[src/rtl/uart_tx_queue_if.sv]
// Host/transmitter-side bundle for the UART transmit queue.
// The master modport belongs to the side that writes bytes and reports frame completion.
interface uart_tx_queue_if #(
  parameter int DATA_W = 8,
  parameter int AW     = 3
);
  logic              wr_en;
  logic [DATA_W-1:0] wr_data;
  logic              clr_ovf;
  logic              done_t;
  logic              tx_start;
  logic [DATA_W-1:0] tx_data;
  logic              tx_busy;
  logic              full;
  logic              empty;
  logic [AW:0]       count;
  logic              overflow;

  modport master (
    output wr_en, wr_data, clr_ovf, done_t,
    input  tx_start, tx_data, tx_busy, full, empty, count, overflow
  );

  modport slave (
    input  wr_en, wr_data, clr_ovf, done_t,
    output tx_start, tx_data, tx_busy, full, empty, count, overflow
  );
endinterface

[src/rtl/uart_tx_queue.sv]
// Byte FIFO feeding a UART transmitter: launches one byte per start pulse and
// waits for the transmitter's done pulse before launching the next.
module uart_tx_queue #(
  parameter int DATA_W = 8,
  parameter int DEPTH  = 8,
  parameter int AW     = 3
) (
  input  logic            clk,
  input  logic            rst,
  uart_tx_queue_if.slave  bus
);

  typedef enum logic [1:0] {
    S_IDLE,
    S_LAUNCH,
    S_WAIT
  } state_t;

  localparam logic [AW:0] FULL_CNT = (AW+1)'(DEPTH);

  state_t            state;
  state_t            next_state;
  logic [DATA_W-1:0] mem [DEPTH];
  logic [AW-1:0]     wr_ptr;
  logic [AW-1:0]     rd_ptr;
  logic [AW:0]       count;
  logic              tx_start_q;
  logic [DATA_W-1:0] tx_data_q;
  logic              overflow_q;
  logic              pop;
  logic              push;
  logic              drop;
  logic              is_full;

  assign is_full = (count == FULL_CNT);
  // A write into a full queue still fits when the same edge pops a byte out.
  assign push    = bus.wr_en && (!is_full || pop);
  assign drop    = bus.wr_en && is_full && !pop;

  always_ff @(posedge clk or posedge rst) begin
    if (rst) begin
      state <= S_IDLE;
    end else begin
      state <= next_state;
    end
  end

  always_comb begin
    next_state = state;
    pop        = 1'b0;
    case (state)
      S_IDLE: begin
        if (count != '0) begin
          pop        = 1'b1;
          next_state = S_LAUNCH;
        end
      end
      S_LAUNCH: next_state = S_WAIT;
      S_WAIT: begin
        if (bus.done_t) begin
          next_state = S_IDLE;
        end
      end
      default: next_state = S_IDLE;
    endcase
  end

  always_ff @(posedge clk or posedge rst) begin
    if (rst) begin
      wr_ptr     <= '0;
      rd_ptr     <= '0;
      count      <= '0;
      tx_start_q <= 1'b0;
      tx_data_q  <= '0;
      overflow_q <= 1'b0;
    end else begin
      tx_start_q <= pop;
      if (push) begin
        wr_ptr <= wr_ptr + 1'b1;
      end
      if (pop) begin
        rd_ptr    <= rd_ptr + 1'b1;
        tx_data_q <= mem[rd_ptr];
      end
      if (push && !pop) begin
        count <= count + 1'b1;
      end else if (pop && !push) begin
        count <= count - 1'b1;
      end
      // Set has priority so a drop on the clearing edge is never lost.
      if (drop) begin
        overflow_q <= 1'b1;
      end else if (bus.clr_ovf) begin
        overflow_q <= 1'b0;
      end
    end
  end

  // Storage needs no reset; only the pointers define which entries are live.
  always_ff @(posedge clk) begin
    if (push) begin
      mem[wr_ptr] <= bus.wr_data;
    end
  end

  assign bus.tx_start = tx_start_q;
  assign bus.tx_data  = tx_data_q;
  assign bus.tx_busy  = (state != S_IDLE);
  assign bus.full     = is_full;
  assign bus.empty    = (count == '0);
  assign bus.count    = count;
  assign bus.overflow = overflow_q;

endmodule

[src/flat_wrapper.sv]
// flat-port wrapper written by rule: the top's interface ports become plain ports
module uart_tx_queue_flat 
#(
  parameter int DATA_W = 8,
  parameter int DEPTH  = 8,
  parameter int AW     = 3
)
  (clk, rst, bus_wr_en, bus_wr_data, bus_clr_ovf, bus_done_t, bus_tx_start, bus_tx_data, bus_tx_busy, bus_full, bus_empty, bus_count, bus_overflow);
  uart_tx_queue_if #(.DATA_W(DATA_W), .AW(AW)) bus_i ();
  input  logic clk;
  input  logic rst;
  input wire logic [$bits(bus_i.wr_en)-1:0] bus_wr_en;
  input wire logic [$bits(bus_i.wr_data)-1:0] bus_wr_data;
  input wire logic [$bits(bus_i.clr_ovf)-1:0] bus_clr_ovf;
  input wire logic [$bits(bus_i.done_t)-1:0] bus_done_t;
  output wire logic [$bits(bus_i.tx_start)-1:0] bus_tx_start;
  output wire logic [$bits(bus_i.tx_data)-1:0] bus_tx_data;
  output wire logic [$bits(bus_i.tx_busy)-1:0] bus_tx_busy;
  output wire logic [$bits(bus_i.full)-1:0] bus_full;
  output wire logic [$bits(bus_i.empty)-1:0] bus_empty;
  output wire logic [$bits(bus_i.count)-1:0] bus_count;
  output wire logic [$bits(bus_i.overflow)-1:0] bus_overflow;
  assign bus_i.wr_en = bus_wr_en;
  assign bus_i.wr_data = bus_wr_data;
  assign bus_i.clr_ovf = bus_clr_ovf;
  assign bus_i.done_t = bus_done_t;
  assign bus_tx_start = bus_i.tx_start;
  assign bus_tx_data = bus_i.tx_data;
  assign bus_tx_busy = bus_i.tx_busy;
  assign bus_full = bus_i.full;
  assign bus_empty = bus_i.empty;
  assign bus_count = bus_i.count;
  assign bus_overflow = bus_i.overflow;
  uart_tx_queue #(.DATA_W(DATA_W), .DEPTH(DEPTH), .AW(AW)) u_core (.clk(clk), .rst(rst), .bus(bus_i));
endmodule
[config.mk]
export PLATFORM = sky130hd
export DESIGN_NAME = uart_tx_queue_flat
export DESIGN_NICKNAME = d
export VERILOG_FILES = /design/src/rtl/uart_tx_queue_if.sv /design/src/rtl/uart_tx_queue.sv /design/src/flat_wrapper.sv
export SDC_FILE = /design/constraint.sdc
export NUM_CORES = 1
export LEC_CHECK = 0
export CORE_MARGIN = 3
export CORE_UTILIZATION = 55
export CTS_BUF_LIST = sky130_fd_sc_hd__clkbuf_16
export CTS_CLUSTER_SIZE = 28
export DETAILED_ROUTE_END_ITERATION = 8
export GPL_TIMING_DRIVEN = 0
export PLACE_DENSITY = 0.76
export RECOVER_POWER = 100
export SYNTH_ARGS = -nofsm -noshare
export SYNTH_HDL_FRONTEND = slang
export SYNTH_SLANG_ARGS = --single-unit
[constraint.sdc]
create_clock -name clk -period 5.8 [get_ports clk]
set_input_delay 1.16 -clock clk [delete_from_list [all_inputs] [get_ports clk]]
set_output_delay 1.16 -clock clk [all_outputs]
set_load 0.01 [all_outputs]
## Word-level counts from Yosys, hierarchy flattened

Memories as Yosys holds them, arrays and structs flattened. A register that Yosys moved wholly into a read port is not among the register bits.
Index checks and enable logic that the tools add are counted.

- RAM bits: 64
- Register bits: 14
- Memories: 1
- Output and inout port bits: 17
- Input port bits: 13
- Word-level logic and storage cells: 43

- Add/subtract/negate cells: 4
- Reductions and logical operators: 16
- Equal/unequal tests: 5
- Mux-type cells: 11

Memories:

| name | words | width | read ports | clocked after Yosys merged registers in | write ports | RTL line | source |
|---|---|---|---|---|---|---|---|
| u_core.mem | 8 | 8 | 1 | 1 | 1 | uart_tx_queue.sv:23 | `logic [DATA_W-1:0] mem [DEPTH];` |

Operators with widths:

| operator | number |
|---|---|
| $mux 4 | 2 |
| $add 3x1->3 const B | 2 |
| $mux 1 | 6 |
| $pmux 2 s3 | 1 |
| $reduce_bool 2->1 | 3 |
| $logic_and 1x1->1 | 5 |
| $add 4x1->4 const B | 1 |
| $eq 4x4->1 const B | 1 |
| $logic_not 4->1 | 1 |
| $mux 2 | 2 |
| $reduce_bool 4->1 | 1 |
| $sub 4x1->4 const B | 1 |
| $logic_not 1->1 | 3 |
| $eq 2x1->1 const B | 1 |
| $eq 2x2->1 const B | 1 |
| $logic_not 2->1 | 1 |
| $ne 2x1->1 const B | 1 |
| $ne 2x2->1 const B | 1 |
| $reduce_and 2->1 | 1 |
| $logic_or 1x1->1 | 1 |

## Logic depth before layout (Yosys ltp)

Gate-level depths: netlist of the first run.

- Depth in word-level cells: 9
- Depth in mapped cells: 11
- Depth with buffers taken out: 11

## Worst setup path after synthesis of the first run

No wires, ideal clock.

- Path type: in2reg
- From: input bus_wr_en
- To: register u_core.count[3] (netlist: u_core.bus.count[3])
- Library setup time: 0.136 ns
- Cell stages on the path: 8
- Data required time: 5.664 ns
- Data arrival time: 2.501 ns
- Slack: 3.162 ns
- Path buffers: 0
- Path through: nand2_2 -> inv_1 -> ha_1 -> inv_1 -> ha_1 -> a21o_1 -> a2111oi_0 -> o31ai_1

- Longest elaborated chain between the ends: 4
- Elaborated cells on any way between the ends: 6
- Classes of those cells: mux: 1; reduce/logical: 5

RTL lines:

| item | RTL line | source |
|---|---|---|
| start: declaration | flat_wrapper.sv:12 | `input wire logic [$bits(bus_i.wr_en)-1:0] bus_wr_en;` |
| $logic_and 1x1->1 * | uart_tx_queue.sv:37 | `assign push = bus.wr_en && (!is_full \|\| pop);` |
| net u_core.push | uart_tx_queue.sv:31 | `logic push;` |
| $logic_not 1->1 | uart_tx_queue.sv:87 | `end else if (pop && !push) begin` |
| $logic_and 1x1->1 | uart_tx_queue.sv:87 |  |
| $reduce_bool 2->1 (no source line) | - |  |
| end signal: assignment | uart_tx_queue.sv:86 | `count <= count + 1'b1;` |
| end signal: assignment | uart_tx_queue.sv:88 | `count <= count - 1'b1;` |
| end: declaration | uart_tx_queue.sv:26 | `logic [AW:0] count;` |

The timed path passes the listed nets; every way through them passes the cells marked *.
A chain may end at the register's enable or synchronous reset.

## Worst setup path in the final report of the first run

- From: input bus_wr_en
- To: memory u_core.mem[0][1], enable pin

- Longest elaborated chain between the ends: 3

RTL lines:

| item | RTL line | source |
|---|---|---|
| $logic_and 1x1->1 | uart_tx_queue.sv:37 |  |
| $mux 1 | uart_tx_queue.sv:101 | `if (push) begin` |
| $mux 1 (implied by the code) | uart_tx_queue.sv:102 | `mem[wr_ptr] <= bus.wr_data;` |
| end: declaration | uart_tx_queue.sv:23 |  |

Every way passes these cells.

==> impl_metrics.yaml, run 1 <==
yosys:
  avgSynthCellArea_um2: 15.3
  yosysWarnings: 0
  yosysSeqAreaShare_pct: 68.7
  syn_inst: 235
  synth_seq_cells: 86
  netlist.area_leader.share_pct: 53.4
  syn_nets: 254
  netlist-cell-type-count: 38
  syn-cell-area_mm2: 0.00360
  synth_top_area_cell: "edfxtp_1"
  synth.top_cells.by_area: "edfxtp_1 53%, dfrtp_1 15%, mux2i_1 9.2%"
sta:
  min_period_ns: 3.49
  fin_setup_tns_ns: 0
  fin_skew_ns: 0.00770
  final-setup-viol-count: 0
  hold_viol_final: 0
  drv_slew: 0
  timing.final.crit_share_pct: 60.1
  worst_pin_slew_ns: 1.45
  rsz0062_at_grt: "no"
  hold_slack_ns: 0.466
  fmax_mhz: 287
  slew_headroom_pct: 2.69
routing:
  drc: 0
  ant_nets: 0
  dr.pass1.iters: 5
  drtIter0Drc: 211
  vias: 2064
  routedWlPerCell_um: 20.1
  via_per_inst: 5.77
  totalWireLength_mm: 7.20
floorplanning:
  die_w_um: 86.9
  dieHeight_um: 86.9
  row_count: 28
  start_util_pct: 58.7
  dieArea_mm2: 0.00755
  design.core.area_mm2: 0.00613
  ios: 30
setup_path:
  critPathArrivalTime_ns: 3.42
  critical_path.max_stage_delay_ns: 1.11
  crit_chain: "dlygate4sd3_1 -> or3b_2 -> nor3_1"
  reg2reg_from: "u_core.bus.count[0]"
  critPathMaxFanout: 8
  regToRegEndpoint: "u_core.bus.count[3]"
  cp-startpoint: "bus_wr_en"
  reg2regPathDepth: 11
  worstPathRequired_ns: 5.73
  cp-start-kind: "input pin"
  slowest_stage: "nor3_1"
  worstSetupEndpointType: "flip-flop"
  reg2reg_slack_ns: 2.48
  critical_path_class: "input pin to flip-flop"
finish:
  fin_cells: 358
  fin_nets: 297
  final_util_pct: 68.7
  mostFrequentLayoutCell: "edfxtp_1"
  n_antenna_cell: 0
  area_growth_pct: 17.0
  layout_common_cells: "64 x edfxtp_1, 33 x mux2i_1, 28 x nand2_1"
  drive_above_1_share_pct: 10.6
pwr:
  leakage_nw: 1.64
  power_density_mw_per_mm2: 542
  finalPower_mw: 2.28
  ir_drop_mv: 0.353
hold_path:
  hold_end: "u_core.bus.tx_data[1]"
  hold_path_depth: 2
  hp-start: "u_core.bus.tx_data[1]"
  hp-class: "flip-flop to flip-flop"
placed_design:
  dp_hpwl_mm: 4.64
  gp_congestion: 0.728
  io_buffers: 29
  dp_cells: 342
run:
  drv_cap: 0
clocking:
  post_cts.repair.setup_buffers: 0
  insertion_delay_ns: 0.33
  clock-sinks: 86
  cts_hold_repair.buffers: 0
  clockRootBuffer: "clkbuf_16"
  path_clk_slew_ns: 0.06
  cts_made_buffers: 9
  cts.repair.resized: 0
  clock_path_buffers: 2
  cts_tree: "built"
  htreeDepth: 3
grt:
  overflow: 0
  gr-usage-all-layers_pct: 20.7
  antenna_found_initial: 0
  grt_pass1_vias: 2096
  grt_max_degree: 23
  grt_pass1_wl_mm: 11.2
outcome:
  status: "complete, no violations"
[power breakdown]
group	switching (mW)	total [mW]	internal (mW)
clock	0.219	0.529	0.311
sequential	0.0890	0.906	0.817
combinational	0.489	0.848	0.360
total	0.796	2.28	1.49
[synth_stat cells]
| master | number |
|---|---|
| a2111oi_0 | 1 |
| a21o_1 | 1 |
| a21oi_1 | 1 |
| a22oi_1 | 16 |
| and2_1 | 1 |
| and2_2 | 1 |
| and3_1 | 1 |
| buf_1 | 3 |
| buf_12 | 1 |
| buf_2 | 1 |
| buf_4 | 4 |
| buf_6 | 1 |
| clkbuf_1 | 1 |
| dfrtp_1 | 22 |
| edfxtp_1 | 64 |
| fa_1 | 1 |
| ha_1 | 5 |
| inv_1 | 5 |
| inv_4 | 1 |
| mux2_2 | 2 |
| mux2_4 | 1 |
| mux2i_1 | 33 |
| nand2_1 | 27 |
| nand2_2 | 2 |
| nand3_1 | 2 |
| nand3_2 | 8 |
| nor2_1 | 4 |
| nor2b_1 | 3 |
| nor3_1 | 6 |
| nor4_1 | 2 |
| nor4_4 | 1 |
| nor4b_2 | 1 |
| o21ai_0 | 2 |
| o31ai_1 | 1 |
| or2_1 | 1 |
| or2_4 | 1 |
| or3b_2 | 1 |
| xnor2_1 | 6 |
[worst max-delay path: cells and delay by family]
kind,cells,cell delay [ns]
buffers and inverters,1,0.65
and+or+nand+nor,2,1.61
[state kept, by name, summed over array words and instances (netlist names)]
register             count
u_core.wr_ptr            3
u_core.rd_ptr            3
u_core.bus.overflow      1
u_core.bus.tx_data       8
u_core.state             2
u_core.bus.count         4
u_core.bus.tx_start      1
u_core.mem              64
[per-stage QoR]
stage	worst slack, ns	area, um^2
3_5_place_dp	1.98	4020
4_1_cts	2.31	4300
5_1_grt	2.19	4210
6_report	2.31	4210
2_1_floorplan	3.16	3600
3_3_place_gp	2.05	3990
[per-layer routing]
metal  part of all wire [%]  wire length, um  vias to the layer above  track usage [%]
met1                     42             3010                     1020             27.0
met3                    5.3              380                       14             3.31
met5                      0                0                        -                0
li1                       -                -                      965                -
met2                     50             3620                       65             33.4
met4                    2.6              189                        0             11.2
[layout make-up]
type | instances | area [um^2]
Sequential cell | 86 | 2470
Buffer | 11 | 53.8
Multi-Input combinational cell | 132 | 985
Clock inverter | 6 | 30.0
Inverter | 6 | 25.0
Tap cell | 75 | 93.8
Clock buffer | 10 | 250
Fill cell | 438 | 1920
Timing Repair Buffer | 32 | 302
[cell families (layout without fill, tap and decap cells)]
kind of cell	count (synthesis)	after routing	synth area share, %
compound gates	22	22	4.41
simple gates	62	62	10.0
buf+inv	17	65	2.95
mux	36	36	10.2
fa+ha+maj	6	6	2.29
xor+xnor	6	6	1.46
flops	86	86	68.7
[worst max path at each step]
| stage | to | slack, ns | cells after the start |
|---|---|---|---|
| floorplan | u_core.bus.count[3] | 3.16 | 8 |
| global placement | u_core.mem[2][1] | 2.05 | 3 |
| detailed placement | u_core.mem[0][1] | 1.98 | 3 |
| CTS | u_core.mem[0][1] | 2.31 | 3 |
| global route | u_core.mem[0][1] | 2.19 | 3 |
| finish | u_core.mem[0][1] | 2.31 | 3 |
No activity file was read; power rests on OpenSTA's default activity.
==> inputs of run 2 (changes only) <==
==> constraint.sdc (replaced) <==
create_clock -name clk -period 3.5 [get_ports clk]
set_input_delay 0.7 -clock clk [delete_from_list [all_inputs] [get_ports clk]]
set_output_delay 0.7 -clock clk [all_outputs]
set_load 0.01 [all_outputs]
==> run 2 against run 1 <==
Effect of this change: the run now ends with max-capacitance violations, max-slew violations left; flip-flop and latch count is the same; sequential share of layout area is essentially flat; non-clock buffer count is the same; design area is essentially flat; utilization is essentially flat; via count shrank 0.29%; critical path type unchanged; critical endpoint unchanged.
==> impl_metrics.yaml, run 2 (synthesis gave the netlist of run 1 again) <==
outcome:
  status: "finished, violations left"
  violations: "max-capacitance violations, max-slew violations"
finish:
  layout_common_cells: "64 x edfxtp_1, 33 x mux2i_1, 28 x dlygate4sd3_1"
  mostFrequentLayoutCell: "edfxtp_1"
  n_antenna_cell: 0
  area_growth_pct: 16.9
  fin_nets: 297
  drive_above_1_share_pct: 10.2
  largest_reg_flops: 64
  largest_register: "u_core.mem"
pwr:
  power_density_mw_per_mm2: 895
  ir_drop_mv: 0.582
  leakage_nw: 1.64
setup_path:
  cp-start-kind: "input pin"
  critPathMaxFanout: 8
  critical_path_class: "input pin to flip-flop"
  cp-startpoint: "bus_wr_en"
  worstSetupEndpointType: "flip-flop"
  critPathArrivalTime_ns: 2.99
  reg2reg_from: "u_core.bus.count[0]"
  worstPathRequired_ns: 3.43
hold_path:
  hp-class: "flip-flop to flip-flop"
  hp-start: "u_core.bus.tx_data[4]"
clocking:
  path_clk_slew_ns: 0.06
  cts_tree: "built"
  insertion_delay_ns: 0.33
  post_cts.repair.setup_buffers: 0
  htreeDepth: 3
  clock-sinks: 86
  cts_hold_repair.buffers: 0
  cts.repair.resized: 0
  clockRootBuffer: "clkbuf_16"
  clock_path_buffers: 2
  cts_made_buffers: 9
floorplanning:
  die_w_um: 86.9
  ios: 30
  dieArea_mm2: 0.00755
  dieHeight_um: 86.9
  row_count: 28
  start_util_pct: 58.7
  design.core.area_mm2: 0.00613
run:
  drv_cap: 1
grt:
  overflow: 0
  grt_max_degree: 23
  grt_pass1_vias: 2096
  gr-usage-all-layers_pct: 20.7
  grt_pass1_wl_mm: 11.2
  antenna_found_initial: 0
placed_design:
  gp_congestion: 0.728
  dp_slack_ns: 0.139
  dp_hpwl_mm: 4.64
  io_buffers: 29
sta:
  final-setup-viol-count: 0
  rsz0062_at_grt: "no"
  fin_skew_ns: 0.00728
  slew_headroom_pct: -1.36
  fin_setup_tns_ns: 0
  min_period_ns: 3.06
  drv_slew: 9
  worst_pin_slew_ns: 1.51
  hold_viol_final: 0
  fmax_mhz: 327
  timing.final.crit_share_pct: 87.3
  worst_slack_ns: 0.444
routing:
  via_per_inst: 5.75
  drtIter0Drc: 194
  ant_nets: 0
  dr.pass1.iters: 4
  totalWireLength_mm: 7.15
  routedWlPerCell_um: 20.0
  drc: 0
  vias: 2058
run 2: path summary, 6_finish.rpt:
kind                                    endpoint  slack [ns]  depth (start not counted)
min                        u_core.bus.tx_data[4]        0.47                          2
max reg2reg                  u_core.bus.count[3]        0.53                         11
min reg2reg                u_core.bus.tx_data[4]        0.47                          2
min in group asynchronous    u_core.bus.tx_start        0.98                          2
max in group asynchronous       u_core.wr_ptr[1]        1.99                          2
max                             u_core.mem[0][1]        0.44                          3
run 2: worst max-delay path, stage by stage:
cell and delay, ns:
dlygate4sd3_1 0.67, or3b_2 0.50, nor3_1 1.11
run 2: power breakdown:
group	leakage (nW)	total, mW	switching (mW)	internal [mW]
logic	0.643	1.40	0.794	0.602
registers	0.846	1.50	0.145	1.35
clock network	0.151	0.874	0.360	0.514
run 2: area by class of cell:
type | instances | area, um^2
Timing Repair Buffer | 32 | 302
Inverter | 6 | 23.8
Sequential cell | 86 | 2470
Multi-Input combinational cell | 132 | 973
Fill cell | 437 | 1920
Buffer | 11 | 65.1
Clock buffer | 10 | 250
Clock inverter | 6 | 30.0
Tap cell | 75 | 93.8
run 2: metal layers:
metal	vias to the layer above	part of all wire, %	global-route usage, %
li1	963	-	-
met1	1030	42	27.0
met2	52	51	33.4
met3	13	3.9	3.31
met4	0	2.4	11.2
met5	-	0	0
run 2: stage by stage:
step                      instance area (um^2)  cells  util [%]  total power [mW]  hold slack, ns
after floorplan                           3600    235         -              2.53           0.492
after global placement                    3990    339      65.0              2.99           0.460
after detailed placement                  4020    342      65.6              3.06           0.461
after CTS                                 4300    358      70.1              3.95           0.476
after global routing                      4210    358      68.7              3.99           0.491
final                                     4210    358      68.7              3.77           0.466
==> RTL change: new RTL, settings of run 2 <==
Re-encode `state_t` (3 states) as one-hot, 3 bits wide.
--- a/src/rtl/uart_tx_queue.sv
+++ b/src/rtl/uart_tx_queue.sv
@@ -11,8 +11,8 @@
 );
 
-  typedef enum logic [1:0] {
-    S_IDLE,
-    S_LAUNCH,
-    S_WAIT
+  typedef enum logic [2:0] {
+    S_IDLE   = 3'b001,
+    S_LAUNCH = 3'b010,
+    S_WAIT   = 3'b100
   } state_t;
 
Function: same outputs for any inputs over 10 cycles, from zero or initial values and one cycle with rst high; not proved beyond that.
==> RTL change against run 2 <==
  * The run still ends with max-capacitance violations, max-slew violations left
  * Synthesized area fell by 1.6%
  * Combinational power decreased by 5%
  * Setup slack got worse by 0.036 ns
  * Cell area decreased by 0.51%
  * Largest cell class unchanged
  * Sequential cell count rose by 1
  * Power is 1.8% lower
  * Count of clock-buffer cells in the layout is 1 lower
  * Wire length is 13% lower
  * Non-clock buffer count down 5
==> RTL change: results (changes against run 2) <==
ys_types: 37  # -2.6%
finalMaxSlewViolations: 9  # unchanged
synth_area_leaders: "edfxtp_1, dfrtp_1, mux4_1, mux4_2, mux2i_1"
diodes: 0  # unchanged
dpl_cell_area_um2: 3940  # -2.1%
insertion_delay_ns: 0.34
synth_commonest_cells: "edfxtp_1, dfrtp_1, nor2_1"
globalplace.congestion: 0.764  # +4.9%
ir_worst_vdd_uv: 577  # -0.92%
pre_cts_ws_ns: 0.439  # +0.300 ns
grt_max_degree: 24  # +4.3%
cts_root_buf: "clkbuf_16"
yosys_warnings: 0  # unchanged
syn_nets: 218  # -14%
antenna_found_initial: 0  # unchanged
final_nets: 258  # -13%
synth_area_per_cell_um2: 17.8  # +16%
grt_usage_pct: 18.9  # -1.8 points
worstPathMaxFanout: 10  # +2
drtIter0Drc: 145  # -25%
vias: 1808  # -12%
cp.arrival_ns: 3.29  # +0.30 ns
grt_pass1_wl_um: 9960  # -11%
violations: "max-capacitance violations, max-slew violations"
cts.repair.resized: 0  # unchanged
clock_skew_ns: 0.00854  # +0.00126 ns
worstHoldPathType: "reg -> reg"
synthFlopType: "edfxtp_1"
fill_cells: 428  # -2.1%
drive_gt1_share_pct: 14.8  # +4.5 points
vias_per_cell: 5.67  # -1.4%
run_status: "complete, but fails checks"
cap_violations: 1  # unchanged
placedCellCount: 303  # -11%
synth_edf_count: 64  # unchanged
post-cts-setup-buffers: 0  # unchanged
dp_hpwl_um: 4080  # -12%
routedWlPerCell_um: 19.5  # -2.5%
async_flop_share_pct: 26.4  # +0.86 points
fin_area_um2: 4190  # -0.51%
port_buffers: 29  # unchanged
yosysSeqAreaShare_pct: 70.5  # +1.9 points
numCtsBuffers: 9  # unchanged
cellLeakagePower_nw: 1.52  # -7.2%
worst_pin_slew_ns: 1.51  # +0.00607 ns
[RTL change: cell families (layout without fill, tap and decap cells)]
family	count (synthesis)	count (layout)	synth area share, %
flops	87	87	70.5
simple gates	43	43	6.18
mux	29	29	14.9
compound gates	14	14	2.22
buf+inv	14	59	2.37
fa+ha+maj	6	6	2.33
xor+xnor	6	6	1.48
[RTL change: report_power, final]
part | internal [mW] | total (mW) | switching [mW] | leakage (nW)
registers | 1.37 | 1.51 | 0.138 | 0.850
logic | 0.649 | 1.33 | 0.680 | 0.549
clock network | 0.479 | 0.862 | 0.383 | 0.123
[RTL change: cell type report]
| cell class | count | share of cell area (%) |
|---|---|---|
| buffer | 9 | 1.46 |
| clock buffer | 9 | 5.38 |
| clock inverter | 7 | 1.14 |
| inverter | 5 | 0.448 |
| multi-input combinational | 98 | 22.8 |
| sequential | 87 | 59.6 |
| tap | 75 | 2.24 |
| timing repair buffer | 29 | 6.93 |
[RTL change: layer usage]
layer | GRT usage (%) | up-vias | share of wire [%] | wire length (um)
met3 | 5.42 | 10 | 6.5 | 403
li1 | - | 849 | - | -
met5 | 0 | - | 0 | 0
met1 | 25.2 | 896 | 41 | 2570
met4 | 7.37 | 0 | 1.6 | 100
met2 | 29.7 | 53 | 51 | 3140
[RTL change: critical path, stage by stage, from the launching register on]
cell	delay [ns]
dfstp_2	0.52
or3b_1	0.36
buf_6	0.14
nor2_4	0.13
buf_2	0.27
inv_1	0.07
ha_1	0.23
inv_1	0.15
ha_1	0.25
a21o_1	0.20
a2111oi_0	0.45
o31ai_1	0.16
[RTL change: path summary, 6_finish.rpt]
check,from,endpoint,slack (ns),cells past startpoint
max,u_core.state[0]$_DFFE_PP1P_,u_core.bus.count[3]$_DFFE_PP0P_,0.41,11
min,u_core.bus.tx_data[4]$_DFFE_PP0N_,u_core.bus.tx_data[4]$_DFFE_PP0N_,0.52,2
max reg2reg,u_core.state[0]$_DFFE_PP1P_,u_core.bus.count[3]$_DFFE_PP0P_,0.41,11
min reg2reg,u_core.bus.tx_data[4]$_DFFE_PP0N_,u_core.bus.tx_data[4]$_DFFE_PP0N_,0.52,2
max in group asynchronous,rst,u_core.bus.count[2]$_DFFE_PP0P_,1.93,2
min in group asynchronous,rst,u_core.bus.tx_data[1]$_DFFE_PP0N_,1.00,2
